## src/rtl/regbank_dump_reader.sv

```systemverilog
// regbank_dump_reader: on request, freezes the pipeline, walks every register
// address in order and streams each word MSB-first, one byte at a time, over a
// valid/ready byte interface toward the debug UART transmitter.
// Optional build macro: REGDUMP_HEADER_EN adds a leading 8'hA5 marker byte.
module regbank_dump_reader #(
    parameter int unsigned addr_bits = 5,
    parameter int unsigned word_wide = 32
) (
    input  logic                 clock,
    input  logic                 reset,
    input  logic                 start,
    output logic [addr_bits-1:0] dumpAddr,
    input  logic [word_wide-1:0] dumpData,
    output logic                 freeze,
    output logic                 busy,
    output logic                 done,
    output logic [7:0]           txData,
    output logic                 txValid,
    input  logic                 txReady
);

    localparam int unsigned bytesPerWord = word_wide / 8;
    localparam int unsigned byteBits     = (bytesPerWord > 1) ? $clog2(bytesPerWord) : 1;
    localparam logic [byteBits-1:0]  lastByte = byteBits'(bytesPerWord - 1);
    localparam logic [addr_bits-1:0] lastReg  = {addr_bits{1'b1}};
    localparam logic [7:0]           headerByte = 8'hA5;

    localparam logic [2:0] sIdle   = 3'd0;
    localparam logic [2:0] sLoad   = 3'd1;
    localparam logic [2:0] sSend   = 3'd2;
    localparam logic [2:0] sDone   = 3'd3;
`ifdef REGDUMP_HEADER_EN
    localparam logic [2:0] sHeader = 3'd4;
`endif

    logic [2:0]           state,      stateNext;
    logic [addr_bits-1:0] regIdx,     regIdxNext;
    logic [byteBits-1:0]  byteIdx,    byteIdxNext;
    logic [word_wide-1:0] shift,      shiftNext;
    logic [word_wide-1:0] shiftShifted;
    logic [7:0]           txDataNext;
    logic                 txValidNext;
    logic                 busyNext;
    logic                 freezeNext;
    logic                 doneNext;

    // The read address is the register index flop itself.
    assign dumpAddr = regIdx;

    // State and registered outputs.
    always_ff @(posedge clock) begin
        if (reset) begin
            state   <= sIdle;
            regIdx  <= '0;
            byteIdx <= '0;
            shift   <= '0;
            txData  <= '0;
            txValid <= 1'b0;
            busy    <= 1'b0;
            freeze  <= 1'b0;
            done    <= 1'b0;
        end else begin
            state   <= stateNext;
            regIdx  <= regIdxNext;
            byteIdx <= byteIdxNext;
            shift   <= shiftNext;
            txData  <= txDataNext;
            txValid <= txValidNext;
            busy    <= busyNext;
            freeze  <= freezeNext;
            done    <= doneNext;
        end
    end

    // Next-state and next-output decode; outputs follow the state being entered.
    always_comb begin
        stateNext    = state;
        regIdxNext   = regIdx;
        byteIdxNext  = byteIdx;
        shiftNext    = shift;
        txDataNext   = txData;
        txValidNext  = txValid;
        shiftShifted = shift << 8;

        case (state)
            sIdle: begin
                regIdxNext  = '0;
                txValidNext = 1'b0;
                txDataNext  = 8'h00;
                if (start) begin
`ifdef REGDUMP_HEADER_EN
                    stateNext   = sHeader;
                    txValidNext = 1'b1;
                    txDataNext  = headerByte;
`else
                    stateNext   = sLoad;
`endif
                end
            end
`ifdef REGDUMP_HEADER_EN
            sHeader: begin
                if (txReady) begin
                    stateNext   = sLoad;
                    txValidNext = 1'b0;
                    txDataNext  = 8'h00;
                end
            end
`endif
            sLoad: begin
                // Bank read is combinational: capture the word in this cycle.
                shiftNext   = dumpData;
                byteIdxNext = '0;
                txDataNext  = dumpData[word_wide-1 -: 8];
                txValidNext = 1'b1;
                stateNext   = sSend;
            end
            sSend: begin
                if (txReady) begin
                    if (byteIdx != lastByte) begin
                        shiftNext   = shiftShifted;
                        byteIdxNext = byteIdx + byteBits'(1);
                        txDataNext  = shiftShifted[word_wide-1 -: 8];
                    end else begin
                        txValidNext = 1'b0;
                        txDataNext  = 8'h00;
                        if (regIdx != lastReg) begin
                            regIdxNext = regIdx + addr_bits'(1);
                            stateNext  = sLoad;
                        end else begin
                            stateNext  = sDone;
                        end
                    end
                end
            end
            sDone: begin
                stateNext = sIdle;
            end
            default: begin
                stateNext   = sIdle;
                txValidNext = 1'b0;
                txDataNext  = 8'h00;
            end
        endcase

        busyNext   = (stateNext != sIdle);
        freezeNext = (stateNext != sIdle);
        doneNext   = (stateNext == sDone);
    end

endmodule

```

## config.mk

```make
export PLATFORM = sky130hd
export DESIGN_NAME = regbank_dump_reader
export DESIGN_NICKNAME = d
export VERILOG_FILES = /design/src/rtl/regbank_dump_reader.sv
export SDC_FILE = /design/constraint.sdc
export NUM_CORES = 1
export LEC_CHECK = 0
export ABC_AREA = 0
export BUFFER_PORTS_ARGS = -buffer_cell sky130_fd_sc_hd__buf_2
export CAP_MARGIN = 20
export CORE_MARGIN = 1
export CORE_UTILIZATION = 57
export DETAILED_ROUTE_END_ITERATION = 7
export PLACE_DENSITY = 0.91
export SYNTH_ARGS = -nofsm -noshare
export SYNTH_HDL_FRONTEND = slang
export SYNTH_SLANG_ARGS = --single-unit
export TNS_END_PERCENT = 1
```

## constraint.sdc

```tcl
create_clock -name clock -period 4.37 [get_ports clock]
set_input_delay 0.2185 -clock clock [delete_from_list [all_inputs] [get_ports clock]]
set_output_delay 0.2185 -clock clock [all_outputs]
set_load 0.01 [all_outputs]
```

Word level (Yosys, flattened, before mapping) --
Cells that the tools add are included.
Storage, ports and cells: output and inout bits 17, input bits 36, register bits 45, logic and storage cells 50
Operators by class: multiplexer cells 21, reduce and logical (&&, ||, !) cells 8, bitwise logic cells 1, add/subtract/negate cells 2, equal/unequal tests 10
Operators with widths (count):
- $mux 24 | 2
- $pmux 24 s2 | 1
- $pmux 8 s3 | 1
- $mux 8 | 2
- $mux 5 | 3
- $ne 2x2->1 const B | 5
- $pmux 5 s2 | 1
- $eq 3x2->1 const B | 3
- $mux 3 | 3
- $pmux 3 s3 | 1
- $mux 2 | 3
- $reduce_and 3->1 | 2
- $add 5x1->5 const B | 1
- $ne 5x5->1 const B | 1
- $pmux 2 s2 | 1
- $reduce_and 4->1 | 1
- $reduce_bool 2->1 | 2
- $eq 3x1->1 const B | 1
- $logic_not 3->1 | 1
- $pmux 1 s3 | 1
- $reduce_bool 3->1 | 1
- $add 2x1->2 const B | 1
- $mux 1 | 2
- $reduce_and 2->1 | 1
- $not 1->1 | 1

Logic depth before layout (Yosys ltp) --
depth in word-level cells 6, mapped depth 7, gate-level depth less buffers 6

Worst setup path before layout --
Ideal clock, no wire load.
kind flip-flop to flip-flop, from register regIdx[0], in the netlist dumpAddr[0], to register regIdx[3], in the netlist dumpAddr[3], path buffers 0, cell stages (with the launch flop) 7, data arrival time 1.769 ns, path slack 2.526 ns, required time 4.295 ns, setup time 0.075 ns, period minus slack after synthesis 1.844 ns, cell sequence dfxtp_1 ha_1 and3_1 ha_1 nand3b_1 or4_1 a31oi_1
Between the ends: cells in the longest elaborated chain, start to end 5, elaborated cells between the ends (all ways) 8, those cells by class add/sub: 1; eq/ne: 2; mux: 4; reduce/logical: 1
Ends and longest elaborated chain:
- start: declaration | RTL line 37 | logic [addr_bits-1:0] regIdx, regIdxNext;
- start signal: assignment | RTL line 64 | regIdx <= regIdxNext;
- $add 5x1->5 | RTL line 127 | regIdxNext = regIdx + addr_bits'(1);
- $mux 5 | RTL line 126 | if (regIdx != lastReg) begin
- $mux 5 | RTL line 119 | if (byteIdx != lastByte) begin
- $mux 5 | RTL line 118 | if (txReady) begin
- $pmux 5 s2 | RTL line 85 | case (state)
Parallel ways exist; a longest one is shown, timed or not. The select of a mux whose other input is x is not followed. A chain may end at the register's enable or synchronous reset.

Final worst setup path --
from register state[1], to register shift[10]
Between the ends: cells in the longest elaborated chain, start to end 3, elaborated cells between the ends (all ways) 7, those cells by class eq/ne: 4; mux: 1; reduce/logical: 2
Ends and longest elaborated chain:
- start: declaration | RTL line 36 | logic [2:0] state, stateNext;
- start signal: assignment | RTL line 53 | state <= sIdle;
- start signal: assignment | RTL line 63 | state <= stateNext;
- $eq 3x2->1 or $eq 3x1->1 (tied branches) | RTL line 85
- $ne 2x2->1 (no line) or $reduce_bool 2->1 (tied branches)
- $reduce_and 3->1 (no line)
- end signal: assignment | RTL line 66 | shift <= shiftNext;
- end: declaration | RTL line 39 | logic [word_wide-1:0] shift, shiftNext;
Parallel ways exist; a longest one is shown, timed or not.

==> flow_metrics.tcl <==
set metrics [dict create \
    outcome "finished, final reports clean" \
    cts_sinks 45 \
    wl_um 4897 \
    yosysSeqAreaShare_pct 39.74 \
    synth_fp_nets 282 \
    die_y_um 65.07 \
    critPathKind "register to register" \
    fin_cells 323 \
    tritoncts "yes" \
    dieArea_mm2 0.004233 \
    post-place-cells 315 \
    fin_crit_sh_pct 61.60 \
    num_rows 22 \
    port_buffers 52 \
    cts_buffers 5 \
    boundaryPins 53 \
    cts_hold_buf 0 \
    critPathCaptureType "register" \
    final_cell_mix "buf_2, dfxtp_1, a21oi_1" \
    post_cts_buffers 0 \
    track_usage_pct 24.56 \
    dieWidth_um 65.07 \
    dr.pass1.iters 4 \
    drc 0 \
    antennaDiodeCount 0 \
    wl_per_cell_um 15.16 \
    core_mm2 0.003744 \
    grt_pass1_vias 1740 \
    setup_viol 0 \
    ys_seq_elements 45 \
    grt_overflow 0 \
    dp_hpwl_um 3119 \
    gp_congestion 0.7101 \
    grt_antenna_before_repair 0 \
    worstSetupStartpointType "register" \
    grt_max_degree 49 \
    crit_path_end "shift[10]" \
    maxSlewHeadroom_pct 38.00 \
    clock.fmax_mhz 371.5 \
    finalSetupTns_ns 0 \
    start_util_pct 60.56 \
    clock_path_buffers 2 \
    synthArstFlopShare_pct 0 \
    nNetsFinal 315 \
    min_period_ns 2.692 \
    path_max_fanout 34 \
    reg2reg_depth 3 \
    cts.root.buffer_cell "clkbuf_8" \
    initialDrtViolationCount 143 \
    synth_edf_count 0 \
    ys.flop_type "dfxtp_1" \
    p_leak_nw 1.061 \
    path_clk_slew_ns 0.08 \
    htreeDepth 2 \
    drive_above_1_share_pct 27.27 \
    dpl_cell_area_mm2 0.002467 \
    maxCapViolCount 0 \
    grt_pass1_wl_um 7948 \
    hold_path.class "input pin to register" \
    ff2ff_setup_slack_ns 1.68 \
    timing.rr.start "state[1]" \
    vias 1916 \
    setup_ws_ns 1.678 \
    cp.arrival_ns 2.82 \
    r2r_end "shift[10]" \
    clk_latency_ns 0.30 \
    crit_required_ns 4.50 \
    nFillCells 315 \
    netlist_area_mm2 0.002267 \
    grt_setup_unrepaired "no" \
    critPathLaunch "state[1]" \
    synthCells 243 \
    area_growth_pct 13.52 \
    slew_viol_final 0 \
    fin_area_mm2 0.002574 \
    ant_nets 0 \
    pre_cts_ws_ns 1.730 \
    vdd_ir_drop_max_uv 196.8 \
    vias_per_cell 5.932 \
    hold_viol 0 \
    cts_resized 0 \
    synthDistinctLibCells 43 \
    tightest_slew_ns 0.9288 \
    layout_commonest_cell "buf_2" \
    skew_ns 0.01012 \
    syn_avg_cell_area_um2 9.330 \
    power.density_mw_per_mm2 285.3 \
    ys_warn_count 0 \
]
kinds of logic (layout without fill, tap and decap cells):
kind of cell | count (synthesis) | after routing | synth area share (%)
compound gates | 66 | 66 | 23.01
flops | 45 | 45 | 39.73
buf+inv | 33 | 65 | 6.401
mux | 16 | 16 | 7.064
other cells | 1 | 1 | 0.1654
fa+ha+maj | 3 | 3 | 1.656
simple gates | 79 | 79 | 21.97
per-layer routing:
metal	vias to the layer above	global-route usage, %	wire, µm
met1	875	30.08	2141
met2	64	41.67	2441
li1	970	-	-
met5	-	0	0
met3	7	5.986	249
met4	0	8.696	65
per-stage QoR:
step | total power [W] | hold slack (ns) | utilization [%]
detailed placement | 0.0005049 | 0.4596 | 65.91
global route | 0.0007633 | 0.1442 | 68.75
global placement | 0.0005032 | 0.4384 | 65.91
floorplan | 0.0004813 | 0.3545 | -
finish | 0.0007342 | 0.1467 | 68.75
CTS | 0.0007359 | 0.1425 | 67.88
report_power, final:
part / leakage, nW / switching, W / internal, W
Sequential: 0.365 / 0.0000104 / 0.000419
Clock: 0.0399 / 0.000131 / 0.000105
Combinational: 0.657 / 0.0000363 / 0.0000326
Total: 1.06 / 0.000177 / 0.000557
state kept, by name (all words and copies together) (netlist names):
name and cells:
shift 24, busy 1, txValid 1, txData 8, done 1, state 3
dumpAddr 5, byteIdx 2
final cells by class:
cell class,count,area [µm²],area share [%]
Inverter,5,18.77,0.7292
Tap cell,48,60.06,2.333
Multi-Input combinational cell,165,1227,47.69
Timing Repair Buffer,54,292.8,11.38
Clock buffer,5,68.82,2.674
Clock inverter,1,5.005,0.1945
Sequential cell,45,900.9,35.00
Yosys cell counts, types with 6 or more instances:
cell / instances / area (µm²)
a21oi_1: 17 / 85.08
a221oi_1: 6 / 52.55
a221oi_2: 10 / 150.1
and3b_1: 9 / 78.83
clkbuf_1: 17 / 63.81
dfxtp_1: 45 / 900.9
mux2i_1: 16 / 160.2
nand2_1: 11 / 41.29
nand2b_1: 7 / 43.79
nand3_1: 9 / 45.04
nor2_1: 16 / 60.06
nor4bb_1: 9 / 90.09
o211ai_1: 9 / 67.56
o22ai_1: 10 / 62.56
worst min path at each step:
stage	startpoint	endpoint	slack, ns	depth (start not counted)
2_1_floorplan	dumpData[0]	shift[0]	0.35	2
3_3_place_gp	byteIdx[0]	byteIdx[0]	0.44	1
3_5_place_dp	txData[3]	txData[3]	0.46	2
4_1_cts	dumpData[5]	shift[5]	0.14	3
5_1_grt	dumpData[5]	shift[5]	0.14	3
6_report	dumpData[5]	shift[5]	0.15	3
worst max-delay path, cell delays in order, from the launching register on:
cell	delay, ns
dfxtp_1	0.94
or3b_1	0.58
o21ai_2	0.78
a221oi_1	0.23
Power figures use the tool's default switching activity.
